$ cat src/rtl/bridge_pkg.sv
// Shared definitions for the serial bridge: tx state encoding, line levels and frame width.
package bridge_pkg;

    localparam int unsigned DEFAULT_DATA_W = 32;

    localparam logic START_BIT = 1'b1;
    localparam logic STOP_BIT  = 1'b0;

    typedef enum logic [2:0] {
        IDLE,
        START,
        DATA,
        PARITY,
        STOP
    } tx_state_t;

endpackage

$ cat src/rtl/tx_bit_timer.sv
// Bit-period down-counter: bit_tick marks the last clk of each CLKS_PER_BIT-long bit period.
module tx_bit_timer #(
    parameter int unsigned CLKS_PER_BIT = 1
) (
    input  logic clk,
    input  logic reset_n,
    input  logic restart,
    input  logic enable,
    output logic bit_tick
);

    localparam logic [7:0] RELOAD = 8'(CLKS_PER_BIT - 1);

    logic [7:0] cnt;

    always_ff @(posedge clk or negedge reset_n) begin
        if (!reset_n) begin
            cnt <= '0;
        end else if (restart) begin
            cnt <= RELOAD;
        end else if (enable) begin
            if (cnt == '0) begin
                cnt <= RELOAD;
            end else begin
                cnt <= cnt - 8'd1;
            end
        end
    end

    assign bit_tick = enable && (cnt == '0);

endmodule

$ cat src/rtl/prdata_serializer.sv
// Frames a latched read word as START, MSB-first data, optional even parity, STOP on one line.
// Optional parity bit enabled by defining PRDATA_PARITY_EN.
module prdata_serializer
    import bridge_pkg::*;
#(
    parameter int unsigned DATA_W       = DEFAULT_DATA_W,
    parameter int unsigned CLKS_PER_BIT = 1
) (
    input  logic              clk,
    input  logic              reset_n,
    input  logic [DATA_W-1:0] prdata,
    input  logic              prdata_valid,
    output logic              prdata_ready,
    output logic              data_to_master,
    output logic              tx_busy,
    output logic              tx_done
);

    localparam int unsigned CNT_W = (DATA_W > 1) ? $clog2(DATA_W) : 1;
    localparam logic [CNT_W-1:0] LAST_BIT = CNT_W'(DATA_W - 1);

    tx_state_t         state;
    logic [DATA_W-1:0] shreg;
    logic [CNT_W-1:0]  bit_cnt;
    logic              accept;
    logic              bit_tick;
`ifdef PRDATA_PARITY_EN
    logic              parity_bit;
`endif

    assign accept = prdata_valid && prdata_ready;

    tx_bit_timer #(
        .CLKS_PER_BIT(CLKS_PER_BIT)
    ) u_timer (
        .clk     (clk),
        .reset_n (reset_n),
        .restart (accept),
        .enable  (state != IDLE),
        .bit_tick(bit_tick)
    );

    // The line register is loaded with the next state's bit at each boundary,
    // so the shifted-out MSB appears one edge after the shift decision.
    always_ff @(posedge clk or negedge reset_n) begin
        if (!reset_n) begin
            state          <= IDLE;
            shreg          <= '0;
            bit_cnt        <= '0;
            data_to_master <= 1'b0;
            tx_busy        <= 1'b0;
            tx_done        <= 1'b0;
            prdata_ready   <= 1'b1;
`ifdef PRDATA_PARITY_EN
            parity_bit     <= 1'b0;
`endif
        end else begin
            tx_done <= 1'b0;
            case (state)
                IDLE: begin
                    data_to_master <= 1'b0;
                    if (accept) begin
                        shreg          <= prdata;
`ifdef PRDATA_PARITY_EN
                        parity_bit     <= ^prdata;
`endif
                        state          <= START;
                        data_to_master <= START_BIT;
                        tx_busy        <= 1'b1;
                        prdata_ready   <= 1'b0;
                    end
                end
                START: begin
                    if (bit_tick) begin
                        state          <= DATA;
                        bit_cnt        <= '0;
                        data_to_master <= shreg[DATA_W-1];
                    end
                end
                DATA: begin
                    if (bit_tick) begin
                        if (bit_cnt == LAST_BIT) begin
`ifdef PRDATA_PARITY_EN
                            state          <= PARITY;
                            data_to_master <= parity_bit;
`else
                            state          <= STOP;
                            data_to_master <= STOP_BIT;
`endif
                        end else begin
                            shreg          <= shreg << 1;
                            data_to_master <= shreg[DATA_W-2];
                            bit_cnt        <= bit_cnt + CNT_W'(1);
                        end
                    end
                end
`ifdef PRDATA_PARITY_EN
                PARITY: begin
                    if (bit_tick) begin
                        state          <= STOP;
                        data_to_master <= STOP_BIT;
                    end
                end
`endif
                STOP: begin
                    if (bit_tick) begin
                        state          <= IDLE;
                        data_to_master <= 1'b0;
                        tx_busy        <= 1'b0;
                        tx_done        <= 1'b1;
                        prdata_ready   <= 1'b1;
                    end
                end
                default: begin
                    state          <= IDLE;
                    data_to_master <= 1'b0;
                    tx_busy        <= 1'b0;
                    prdata_ready   <= 1'b1;
                end
            endcase
        end
    end

endmodule
$ cat config.mk
export PLATFORM = sky130hd
export DESIGN_NAME = prdata_serializer
export DESIGN_NICKNAME = d
export VERILOG_FILES = /design/src/rtl/bridge_pkg.sv /design/src/rtl/tx_bit_timer.sv /design/src/rtl/prdata_serializer.sv
export SDC_FILE = /design/constraint.sdc
export NUM_CORES = 1
export LEC_CHECK = 0
export BUFFER_PORTS_ARGS = -buffer_cell sky130_fd_sc_hd__buf_2
export CAP_MARGIN = 40
export CORE_MARGIN = 4
export CORE_UTILIZATION = 58
export CTS_BUF_LIST = sky130_fd_sc_hd__clkbuf_2 sky130_fd_sc_hd__clkbuf_4 sky130_fd_sc_hd__clkbuf_8
export CTS_CLUSTER_DIAMETER = 40
export DETAILED_ROUTE_END_ITERATION = 10
export PLACE_DENSITY = 0.78
export SETUP_SLACK_MARGIN = 0.02
export SLEW_MARGIN = 20
export SYNTH_ARGS = -nofsm -noshare
export SYNTH_HDL_FRONTEND = slang
export SYNTH_SLANG_ARGS = --single-unit
$ cat constraint.sdc
create_clock -name clk -period 3.4 [get_ports clk]
set_clock_uncertainty 0.2 [all_clocks]
set_input_delay 0.17 -clock clk [delete_from_list [all_inputs] [get_ports clk]]
set_output_delay 0.17 -clock clk [all_outputs]
set_load 0.01 [all_outputs]
After elaboration in Yosys (flattened, before gate mapping)
Cells that the tools add are included.
{"block": "word_totals", "ff_bits": 52, "in_bits": 35, "output_inout_bits": 4, "wordCells": 65}
{"block": "classes", "addsub": 2, "eq_ne": 10, "muxes": 30, "n_bitwise": 1, "n_reduce_logical": 14}
{"cell": "32-bit two-way mux", "n": 3}
{"cell": "32-bit one-hot mux with 2 select lines", "n": 1}
{"cell": "8-bit two-way mux", "n": 3}
{"cell": "3-bit two-way mux", "n": 5}
{"cell": "5-bit two-way mux", "n": 3}
{"cell": "2-bit != test (second input constant)", "n": 6}
{"cell": "3-bit one-hot mux with 4 select lines", "n": 1}
{"cell": "1-bit two-way mux", "n": 10}
{"cell": "5-bit one-hot mux with 2 select lines", "n": 1}
{"cell": "8-bit zero test", "n": 1}
{"cell": "4-bit AND reduction", "n": 2}
{"cell": "8-bit by 1-bit subtractor with 8-bit output (second input constant)", "n": 1}
{"cell": "1-bit one-hot mux with 3 select lines", "n": 2}
{"cell": "3-bit AND reduction", "n": 2}
{"cell": "2-bit nonzero test", "n": 3}
{"cell": "5-bit by 1-bit adder with 5-bit output (second input constant)", "n": 1}
{"cell": "5-bit == test (second input constant)", "n": 1}
{"cell": "5-bit AND reduction", "n": 1}
{"cell": "1-bit one-hot mux with 4 select lines", "n": 1}
{"cell": "3-bit by 1-bit == test with 1-bit output (second input constant)", "n": 1}
{"cell": "3-bit by 2-bit == test with 1-bit output (second input constant)", "n": 1}
{"cell": "3-bit == test (second input constant)", "n": 1}
{"cell": "3-bit zero test", "n": 1}
{"cell": "3-bit nonzero test", "n": 1}
{"cell": "3 further kinds", "n": 4}

Logic depth before layout (Yosys ltp)
Gate-level depths: netlist of the first run.
{"block": "logic_depth", "ltp_word": 4, "ltp_mapped": 7, "depth_no_buf": 7}

Cells and area by module
A second synthesis of the first run with hierarchy kept.
{"block": "hier_totals", "cells_unflattened": 272, "hier_area_um2": 2811.4}
{"module": "prdata_serializer", "instances": 1, "cells_per_inst": 218, "area_each_um2": 2309.7, "seq_area_each_um2": 1102.3}
{"module": "tx_bit_timer", "instances": 1, "cells_per_inst": 54, "area_each_um2": 501.7, "seq_area_each_um2": 200.2}

Least setup slack after synthesis of the first run
No wires, ideal clock.
{"block": "synth_timing", "kind": "reg2reg", "startpoint": "register bit_cnt[0]", "endpoint": "register bit_cnt[3]", "setup_ps": 69, "arrival_time_ps": 1988, "required_ps": 3131, "slack_ps": 1143, "path_stages_with_launch": 8, "n_path_buf": 0, "synth_period_minus_slack_ps": 2257, "cell_sequence": "dfrtp_1 ha_1 and3_1 ha_1 nor3b_1 o2111ai_2 or4_1 nand3_1"}
{"block": "synth_via", "elab_chain_len": 4, "elab_cells_between_ends": 7, "cone_classes": "add/sub: 1; eq/ne: 2; mux: 3; reduce/logical: 1"}
{"item": "start: declaration", "line_no": "prdata_serializer.sv:24", "rtl": "logic [CNT_W-1:0] bit_cnt;"}
{"item": "start signal: assignment", "line_no": "prdata_serializer.sv:93", "rtl": "bit_cnt <= bit_cnt + CNT_W'(1);"}
{"item": "5-bit by 1-bit adder with 5-bit output", "line_no": "prdata_serializer.sv:93"}
{"item": "5-bit two-way mux", "line_no": "prdata_serializer.sv:82", "rtl": "if (bit_cnt == LAST_BIT) begin"}
{"item": "5-bit two-way mux", "line_no": "prdata_serializer.sv:81", "rtl": "if (bit_tick) begin"}
{"item": "5-bit one-hot mux with 2 select lines", "line_no": "prdata_serializer.sv:59", "rtl": "case (state)"}
Several ways; a longest one is shown, not always the timed one. The select of a mux whose other input is x is not followed.
A chain may end at the register's enable or synchronous reset.

Worst setup path after layout of the first run
Same ends and word-level chain as after synthesis.

==> flow_summary.ini, run 1 <==
[status]
status = finished, final reports clean

[place]
finalWeightedCongestion = 0.8587
port_buffers = 38
dp_cells = 313
hpwl_um = 3392
dpl_cell_area_sq_um = 2958
pre_cts_slack_ns = 0.8615

[cells_and_area]
fillers = 319
final_common_cell = dfrtp_1
antenna_cells = 0
final_cell_mix = dfrtp_1, mux2_2, buf_2, mux2_1, nor2_1
fin_area_sq_um = 3084
utilization = 0.6893
layout-drive-gt1-share = 0.3676
final_cell_count_no_fill = 324
fin_nets = 311
syn_to_final_growth_pct = 11.79

[clock_tree]
cts.path.max_buffers = 2
cts_hold_buffers = 3
clk_pin_slew_ns = 0.09
h-tree-depth = 2
cts_made_buffers = 5
cts_tree = built
post_cts_resize_count = 0
clock_sinks = 52
cts-root-buf = clkbuf_8
cts_setup_buffers = 0
insertion_delay_ns = 0.30

[synthesis]
synth_ff_type = dfrtp_1
synth_area_sq_um = 2759
synthArstFlopShare = 1.000
synth_edf_count = 0
yosysSeqAreaShare = 0.4721
post_synth.cell_area_avg_sq_um = 12.05
syn_nets = 269
ys_types = 39
ys_seq_elements = 52
synthCells = 229
synth_warnings = 0

[critical_path]
cp_max_fo = 9
startpoint_type = register
crit_type = register to register
reg2reg_from = bit_cnt[0]$_DFFE_PN0P_
worst_setup_path_end_kind = register
arrival_ns = 2.60
worstPathRequired_ns = 3.44
critPathLaunch = bit_cnt[0]$_DFFE_PN0P_

[job]
cap_violations = 0

[grt]
grt_usage = 0.1737
grt_antenna_before_repair = 0
grt_pass1_vias = 1848
overflow = 0
grt_max_degree = 38
grt_pass1_wl_um = 8418

[timing]
setup_viol = 0
min_period_ns = 2.554
setup_ws_ns = 0.8458
max_freq_mhz = 391.5
max_slew.worst_pin.slew_ns = 0.5528
hold_viol_final = 0
timing.hold.ws_ns = 0.009367
rsz0062_at_grt = false
layout_worst_path_cycle_share = 0.7512
drv_slew = 0
maxSlewHeadroom = 0.6283
fin_setup_tns_ns = 0

[floorplanning]
die_w_um = 76.97
core_sq_um = 4474
std_cell_rows = 24
dieArea_sq_um = 5924
pin_count = 39
die_h_um = 76.97
start_util = 0.6166

[detailed_routing]
via_per_inst = 5.602
drtIter0Drc = 119
drtPass1Iterations = 4
wl_per_cell_um = 14.78
drc = 0
vias = 1815
antenna_left = 0
wl_um = 4788

[power]
totalPowerFinal_mw = 1.028
pwr_density_cell_nw_per_um2 = 333.3
p_leak_nw = 1.503
ir_worst_vdd_uv = 209.8

[hold_path]
hold_start = prdata[24]
min-delay-path-class = input pin to register
[critical path, stage by stage, from the launching register on]
cell	delay, ns
dfrtp_1	0.42
ha_1	0.23
and3_1	0.21
ha_1	0.20
nor3b_1	0.40
o2111ai_2	0.28
or4_1	0.47
nand3_1	0.09
[synth_stat cells (2+ instances only)]
cell type  number  share of area
a21oi_1         7          0.013
a22oi_1         3         0.0082
a31oi_1         2         0.0045
and2_1          4         0.0091
buf_6           7          0.029
clkbuf_1        4         0.0054
dfrtp_1        51           0.46
ha_1            5          0.023
inv_1           4         0.0054
mux2_1         20          0.082
mux2_2         41           0.17
mux2i_1         5          0.018
nand2_1        11          0.015
nand3_1         5         0.0091
nor2_1         15          0.020
nor3_1          3         0.0054
nor3_2          2         0.0073
nor4_1          3         0.0068
o21ai_0         8          0.015
o21ai_1         2         0.0036
o31ai_1         4          0.011
or3_1           6          0.014
[state kept, by name, indices dropped and copies added (netlist names)]
signal	flops
tx_busy	1
data_to_master	1
state	3
tx_done	1
prdata_ready	1
u_timer.cnt	8
bit_cnt	5
shreg	32
[metal layers]
layer,part of all wire,vias up,GRT usage
met3,0.052,5,0.04450
met4,0.010,0,0.04804
met2,0.46,32,0.2805
li1,-,912,-
met5,0,-,0
met1,0.47,866,0.2330
[logic make-up after synthesis]
family / synth area share
AOI/OAI and AO/OA: 0.07528
muxes: 0.2671
and+or+nand+nor: 0.1202
buffers and inverters: 0.03945
DFF: 0.4721
adders and majority gates: 0.02268
xor gates and xnor gates: 0.003175
[area by class of cell]
| type | instances | area (sq um) | area share |
|---|---|---|---|
| multi-input combinational | 162 | 1348 | 0.4369 |
| sequential | 52 | 1303 | 0.4223 |
| timing repair buffer | 46 | 257.7 | 0.08357 |
| clock buffer | 6 | 82.58 | 0.02677 |
| tap | 52 | 65.06 | 0.02110 |
| inverter | 4 | 15.01 | 0.004868 |
| clock inverter | 2 | 13.76 | 0.004462 |
[path summary, 6_finish.rpt]
kind | endpoint | slack, ns | cells past startpoint
worst max-delay path | bit_cnt[3]$_DFFE_PN0P_ | 0.85 | 7
worst min-delay path | shreg[24]$_DFFE_PN0P_ | 0.009 | 3
worst max register to register | bit_cnt[3]$_DFFE_PN0P_ | 0.85 | 7
worst min register to register | shreg[9]$_DFFE_PN0P_ | 0.31 | 1
max in group asynchronous | prdata_ready$_DFFE_PN1P_ | 2.01 | 3
min in group asynchronous | bit_cnt[2]$_DFFE_PN0P_ | 0.17 | 2
[power breakdown]
group / internal [mW] / switching, mW
Sequential: 0.618 / 0
Clock: 0.167 / 0.194
Combinational: 0.0272 / 0.0219
Total: 0.812 / 0.216
No activity file was read; power rests on OpenSTA's default activity.
==> run 2, diff against run 1 <==
--- a/config.mk
+++ b/config.mk
@@ -8,11 +8,11 @@
 export BUFFER_PORTS_ARGS = -buffer_cell sky130_fd_sc_hd__buf_2
 export CAP_MARGIN = 40
 export CORE_MARGIN = 4
-export CORE_UTILIZATION = 58
+export CORE_UTILIZATION = 53
 export CTS_BUF_LIST = sky130_fd_sc_hd__clkbuf_2 sky130_fd_sc_hd__clkbuf_4 sky130_fd_sc_hd__clkbuf_8
 export CTS_CLUSTER_DIAMETER = 40
 export DETAILED_ROUTE_END_ITERATION = 10
-export PLACE_DENSITY = 0.78
+export PLACE_DENSITY = 0.75
 export SETUP_SLACK_MARGIN = 0.02
 export SLEW_MARGIN = 20
 export SYNTH_ARGS = -nofsm -noshare
==> constraint.sdc (replaced) <==
create_clock -name clk -period 2.2 [get_ports clk]
set_clock_uncertainty 0.2 [all_clocks]
set_input_delay 0.11 -clock clk [delete_from_list [all_inputs] [get_ports clk]]
set_output_delay 0.11 -clock clk [all_outputs]
set_load 0.01 [all_outputs]
==> run 2 against run 1 <==
Against the previous run:
- die area is 8.4% higher
- hold slack worse by 0.0047 ns
- maximum frequency rose by 20%
==> flow_summary.ini, run 2 (synthesis results as in run 1) <==
[status]
status = finished, final reports clean

[power]
p_leak_nw = 1.737
totalPowerFinal_mw = 1.627
ir_worst_vdd_uv = 312.9
pwr_density_cell_nw_per_um2 = 446.1

[critical_path]
cp_max_fo = 4
startpoint_type = register
worstPathCellList = ha_2 -> and3_4 -> ha_4 -> nor3b_4 -> o2111ai_2 -> buf_4 -> buf_4 -> o21ai_2 -> o21ai_2
slowest_stage = dfrtp_1
worstPathRequired_ns = 2.19
worst_setup_path_end_kind = register
arrival_ns = 2.13
max_stage_delay_ns = 0.39
crit_type = register to register

[cells_and_area]
syn_to_final_growth_pct = 32.20
regMostFlops = shreg
final_cell_count_no_fill = 392
utilization = 0.7474
fin_area_sq_um = 3647
reg_top3 = shreg x32, u_timer.cnt x8, bit_cnt x5
fillers = 339
largest_reg_flops = 32
final_common_cell = dfrtp_1
fin_nets = 363
multi_input_comb_area_sq_um = 1395
ff_latch_area_sq_um = 1303
final_cell_mix = dfrtp_1, mux2_2, buf_2, dlygate4sd3_1, buf_4
layout-drive-gt1-share = 0.4074

[place]
dpl_cell_area_sq_um = 3112
dp_cells = 342
finalWeightedCongestion = 0.7750
pre_cts_slack_ns = -0.05148
hpwl_um = 3828
port_buffers = 38

[timing]
timing.hold.ws_ns = 0.004678
fin_setup_tns_ns = 0
rsz0062_at_grt = true
max_freq_mhz = 468.3
drv_slew = 0
maxSlewHeadroom = 0.6153
max_slew.worst_pin.slew_ns = 0.5771
setup_viol = 0
setup_ws_ns = 0.06472
min_period_ns = 2.135
hold_viol_final = 0
layout_worst_path_cycle_share = 0.9706

[grt]
grt_usage = 0.2083
grt_pass1_vias = 2205
overflow = 0
grt_pass1_wl_um = 10380
grt_antenna_before_repair = 0
grt_max_degree = 38

[clock_tree]
h-tree-depth = 2
cts.path.max_buffers = 2
insertion_delay_ns = 0.30
cts_made_buffers = 5
clock_sinks = 52
clk_pin_slew_ns = 0.09
cts_tree = built
cts-root-buf = clkbuf_8

[floorplanning]
die_h_um = 80.15
die_w_um = 80.15
std_cell_rows = 25
core_sq_um = 4880
start_util = 0.5654
pin_count = 39
dieArea_sq_um = 6424

[detailed_routing]
drtIter0Drc = 120
vias = 2102
drtPass1Iterations = 4
via_per_inst = 5.362
antenna_left = 0
wl_um = 6136
wl_per_cell_um = 15.65
drc = 0

[hold_path]
min-delay-path-class = input pin to register

[job]
cap_violations = 0
==> run 2: cell types whose count changed in the layout (fill, tap and decap cells not counted), moves of 2 or more <==
cell           delta
buf_6             +2
ha_1              -2
inv_1             -2
inv_2             +2
dlygate4sd3_1    +30
o21ai_2           +3
o21ai_0           -2
buf_12            +2
buf_4            +18
==> run 2: final timing paths <==
check | cells after the start | end | startpoint | slack (ns)
worst max-delay path | 9 | bit_cnt[2]$_DFFE_PN0P_ | bit_cnt[0]$_DFFE_PN0P_ | 0.06
worst min-delay path | 3 | shreg[18]$_DFFE_PN0P_ | prdata[18] | 0.005
worst max register to register | 9 | bit_cnt[2]$_DFFE_PN0P_ | bit_cnt[0]$_DFFE_PN0P_ | 0.06
worst min register to register | 1 | shreg[24]$_DFFE_PN0P_ | shreg[24]$_DFFE_PN0P_ | 0.31
max in group asynchronous | 3 | shreg[19]$_DFFE_PN0P_ | reset_n | 1.05
min in group asynchronous | 2 | u_timer.cnt[0]$_DFFE_PN0N_ | reset_n | 0.13
==> run 2: cell type report <==
class,instances,share of cell area
multi-input cells,162,0.3825
clock buffers,6,0.02093
flip-flops and latches,52,0.3571
inverters,4,0.004117
repair buffers,98,0.2072
diodes,1,0.0006861
clock inverters,2,0.004460
well taps,67,0.02298
==> run 2: worst max-delay path, delay by kind of cell (launching register included) <==
| family | cells | cell delay [ns] |
|---|---|---|
| simple gates | 2 | 0.41 |
| flops | 1 | 0.39 |
| fa+ha+maj | 2 | 0.36 |
| compound gates | 3 | 0.35 |
| buf+inv | 2 | 0.33 |
==> run 2: metal layers <==
metal,GRT usage,part of all wire,vias to the layer above,routed length [um]
li1,-,-,1016,-
met4,0.06926,0.014,0,86
met1,0.2632,0.43,1028,2629
met2,0.3618,0.52,49,3206
met5,0,0,-,0
met3,0.03363,0.035,9,213
==> run 2: repair_timing <==
item | 4_1_cts | 5_1_grt
buffers inserted | 6 | 2
pin swaps | 4 | 5
endpoints found under the setup margin | 34 | 31
gates resized for setup | 6 | 9
hold buffers | 33 | 0
hold endpoints to repair | 55 | 0
==> run 2: power by group <==
group	internal (mW)	switching [mW]	total, mW
clock network	0.239	0.310	0.550
logic	0.0781	0.0445	0.123
registers	0.955	0	0.955
total	1.27	0.355	1.63
==> run 3, diff against run 2 <==
--- a/config.mk
+++ b/config.mk
@@ -12,7 +12,7 @@
 export CTS_BUF_LIST = sky130_fd_sc_hd__clkbuf_2 sky130_fd_sc_hd__clkbuf_4 sky130_fd_sc_hd__clkbuf_8
 export CTS_CLUSTER_DIAMETER = 40
 export DETAILED_ROUTE_END_ITERATION = 10
-export PLACE_DENSITY = 0.75
+export PLACE_DENSITY_LB_ADDON = 0.3
 export SETUP_SLACK_MARGIN = 0.02
 export SLEW_MARGIN = 20
 export SYNTH_ARGS = -nofsm -noshare
==> run 3 against run 2 <==
Against the previous run:
- routed wire length increased by 22%
- register-to-register slack got worse by 0.09 ns
- global-route usage increased by 0.99 points
- highest routed layer unchanged
- the flow now finishes with violations (negative setup slack)
- final cell count increased by 1.5%
- critical endpoint is now bit_cnt[3]$_DFFE_PN0P_
- core utilization increased by 4.8 points
==> flow_summary.ini, run 3 (synthesis results as in run 1) <==
[status]
status = complete, but fails checks
violations = negative setup slack

[floorplanning]
core_sq_um = 4880
dieArea_sq_um = 6424
pin_count = 39
std_cell_rows = 25
start_util = 0.5654
die_w_um = 80.15
die_h_um = 80.15

[grt]
overflow = 0
grt_antenna_before_repair = 0
grt_usage = 0.2183
grt_pass1_vias = 2254
grt_max_degree = 53
grt_pass1_wl_um = 10700

[critical_path]
worst_setup_path_end_kind = register
worstPathRequired_ns = 2.25
path_delay_family = simple AND/OR/NAND/NOR gates
max_stage_delay_ns = 0.46
crit_buf_inv = 0
crit_type = register to register
slowest_stage = or4_4
worstPathCellList = ha_2 -> and3_4 -> ha_4 -> nor3b_4 -> o2111ai_4 -> or4_4 -> nand3_2
arrival_ns = 2.28
cp_max_fo = 6
startpoint_type = register

[place]
port_buffers = 38
dpl_cell_area_sq_um = 3099
pre_cts_slack_ns = -0.04775
finalWeightedCongestion = 0.7646
hpwl_um = 3612

[cells_and_area]
fin_area_sq_um = 3881
regMostFlops = shreg
syn_to_final_growth_pct = 40.68
final_cell_mix = dfrtp_1, buf_2, dlygate4sd3_1, mux2_4, buf_4
layout-drive-gt1-share = 0.4139
final_common_cell = dfrtp_1
reg_top3 = shreg x32, u_timer.cnt x8, bit_cnt x5
largest_reg_flops = 32
fin_nets = 370
antenna_cells = 0

[timing]
setup_viol = 1
drv_slew = 0
hold_viol_final = 0
min_period_ns = 2.223
layout_worst_path_cycle_share = 1.010
max_slew.worst_pin.slew_ns = 0.6702
maxSlewHeadroom = 0.5532
max_freq_mhz = 449.9
setup_ws_ns = -0.02289
rsz0062_at_grt = true

[clock_tree]
clk_pin_slew_ns = 0.10
cts.path.max_buffers = 2
cts-root-buf = clkbuf_8
clock_sinks = 52
h-tree-depth = 2
cts_tree = built
insertion_delay_ns = 0.31
cts_made_buffers = 5

[detailed_routing]
antenna_left = 0
drtIter0Drc = 187
drtPass1Iterations = 4
via_per_inst = 5.583
wl_per_cell_um = 18.77
drc = 0
wl_um = 7470
vias = 2222

[job]
cap_violations = 0

[power]
p_leak_nw = 1.817
pwr_density_cell_nw_per_um2 = 426.9
ir_worst_vdd_uv = 405.6

[hold_path]
min-delay-path-class = input pin to async pin
## run 3: changes by cell type in the layout (fill, tap and decap cells not counted), sizes merged
cell,change
clkbuf,+1
buf,+5
diode,-1
dlygate4sd3,+1
## run 3: tightest hold or removal path, delay by kind of cell
| family | cells | cell delay (ns) |
|---|---|---|
| buffers and inverters | 3 | 1.13 |
## run 3: timing repair
| item | CTS | global route |
|---|---|---|
| cloned | 2 | 1 |
| buffers inserted | 3 | 8 |
| endpoints found under the setup margin | 34 | 35 |
| hold endpoints to repair | 84 | 0 |
| hold buffers | 34 | 0 |
| pin swaps | 2 | 4 |
| resized for setup | 8 | 38 |
## run 3: cell type report
class | count | area (sq um)
fill | 281 | 998.5
tap | 67 | 83.83
multi-input combinational | 162 | 1523
timing repair buffer | 105 | 864.6
sequential | 52 | 1303
inverter | 4 | 15.01
clock inverter | 2 | 16.27
clock buffer | 6 | 76.32
## run 3: per-stage QoR
stage | power [mW] | util | hold WS, ns | TNS [ns] | instances
final | 1.657 | 0.7954 | 0.2311 | -0.02289 | 398
after global routing | 1.718 | 0.7954 | 0.3106 | -0.3648 | 398
after CTS | 1.651 | 0.7497 | 0.2612 | 0 | 389
after detailed placement | 1.048 | 0.6351 | 0.06877 | -1.035 | 342
after global placement | 1.046 | 0.6351 | 0.06413 | -0.0008453 | 342
after floorplan | 0.9954 | - | -0.3856 | 0 | 229
## run 3: final timing paths
| kind | start | to | slack, ns | depth (start not counted) |
|---|---|---|---|---|
| max in group asynchronous | reset_n | shreg[31]$_DFFE_PN0P_ | 1.11 | 3 |
| hold / removal | reset_n | u_timer.cnt[1]$_DFFE_PN0N_ | 0.23 | 3 |
| min in group clk | shreg[27]$_DFFE_PN0P_ | shreg[27]$_DFFE_PN0P_ | 0.32 | 1 |
| setup / recovery | bit_cnt[0]$_DFFE_PN0P_ | bit_cnt[3]$_DFFE_PN0P_ | -0.02 | 7 |
| setup reg to reg | bit_cnt[0]$_DFFE_PN0P_ | bit_cnt[3]$_DFFE_PN0P_ | -0.02 | 7 |
| hold reg to reg | shreg[27]$_DFFE_PN0P_ | shreg[27]$_DFFE_PN0P_ | 0.32 | 1 |
## run 3: per-layer routing
metal,vias up,track usage,wire (um)
met5,-,0,0
met4,0,0.07601,142
met3,15,0.04709,303
met2,64,0.3717,3803
met1,1105,0.2730,3220
li1,1038,-,-
## run 3: power breakdown
group / internal (mW) / total, mW / switching (mW)
clock network: 0.240 / 0.573 / 0.334
logic: 0.0793 / 0.129 / 0.0495
registers: 0.955 / 0.955 / 0
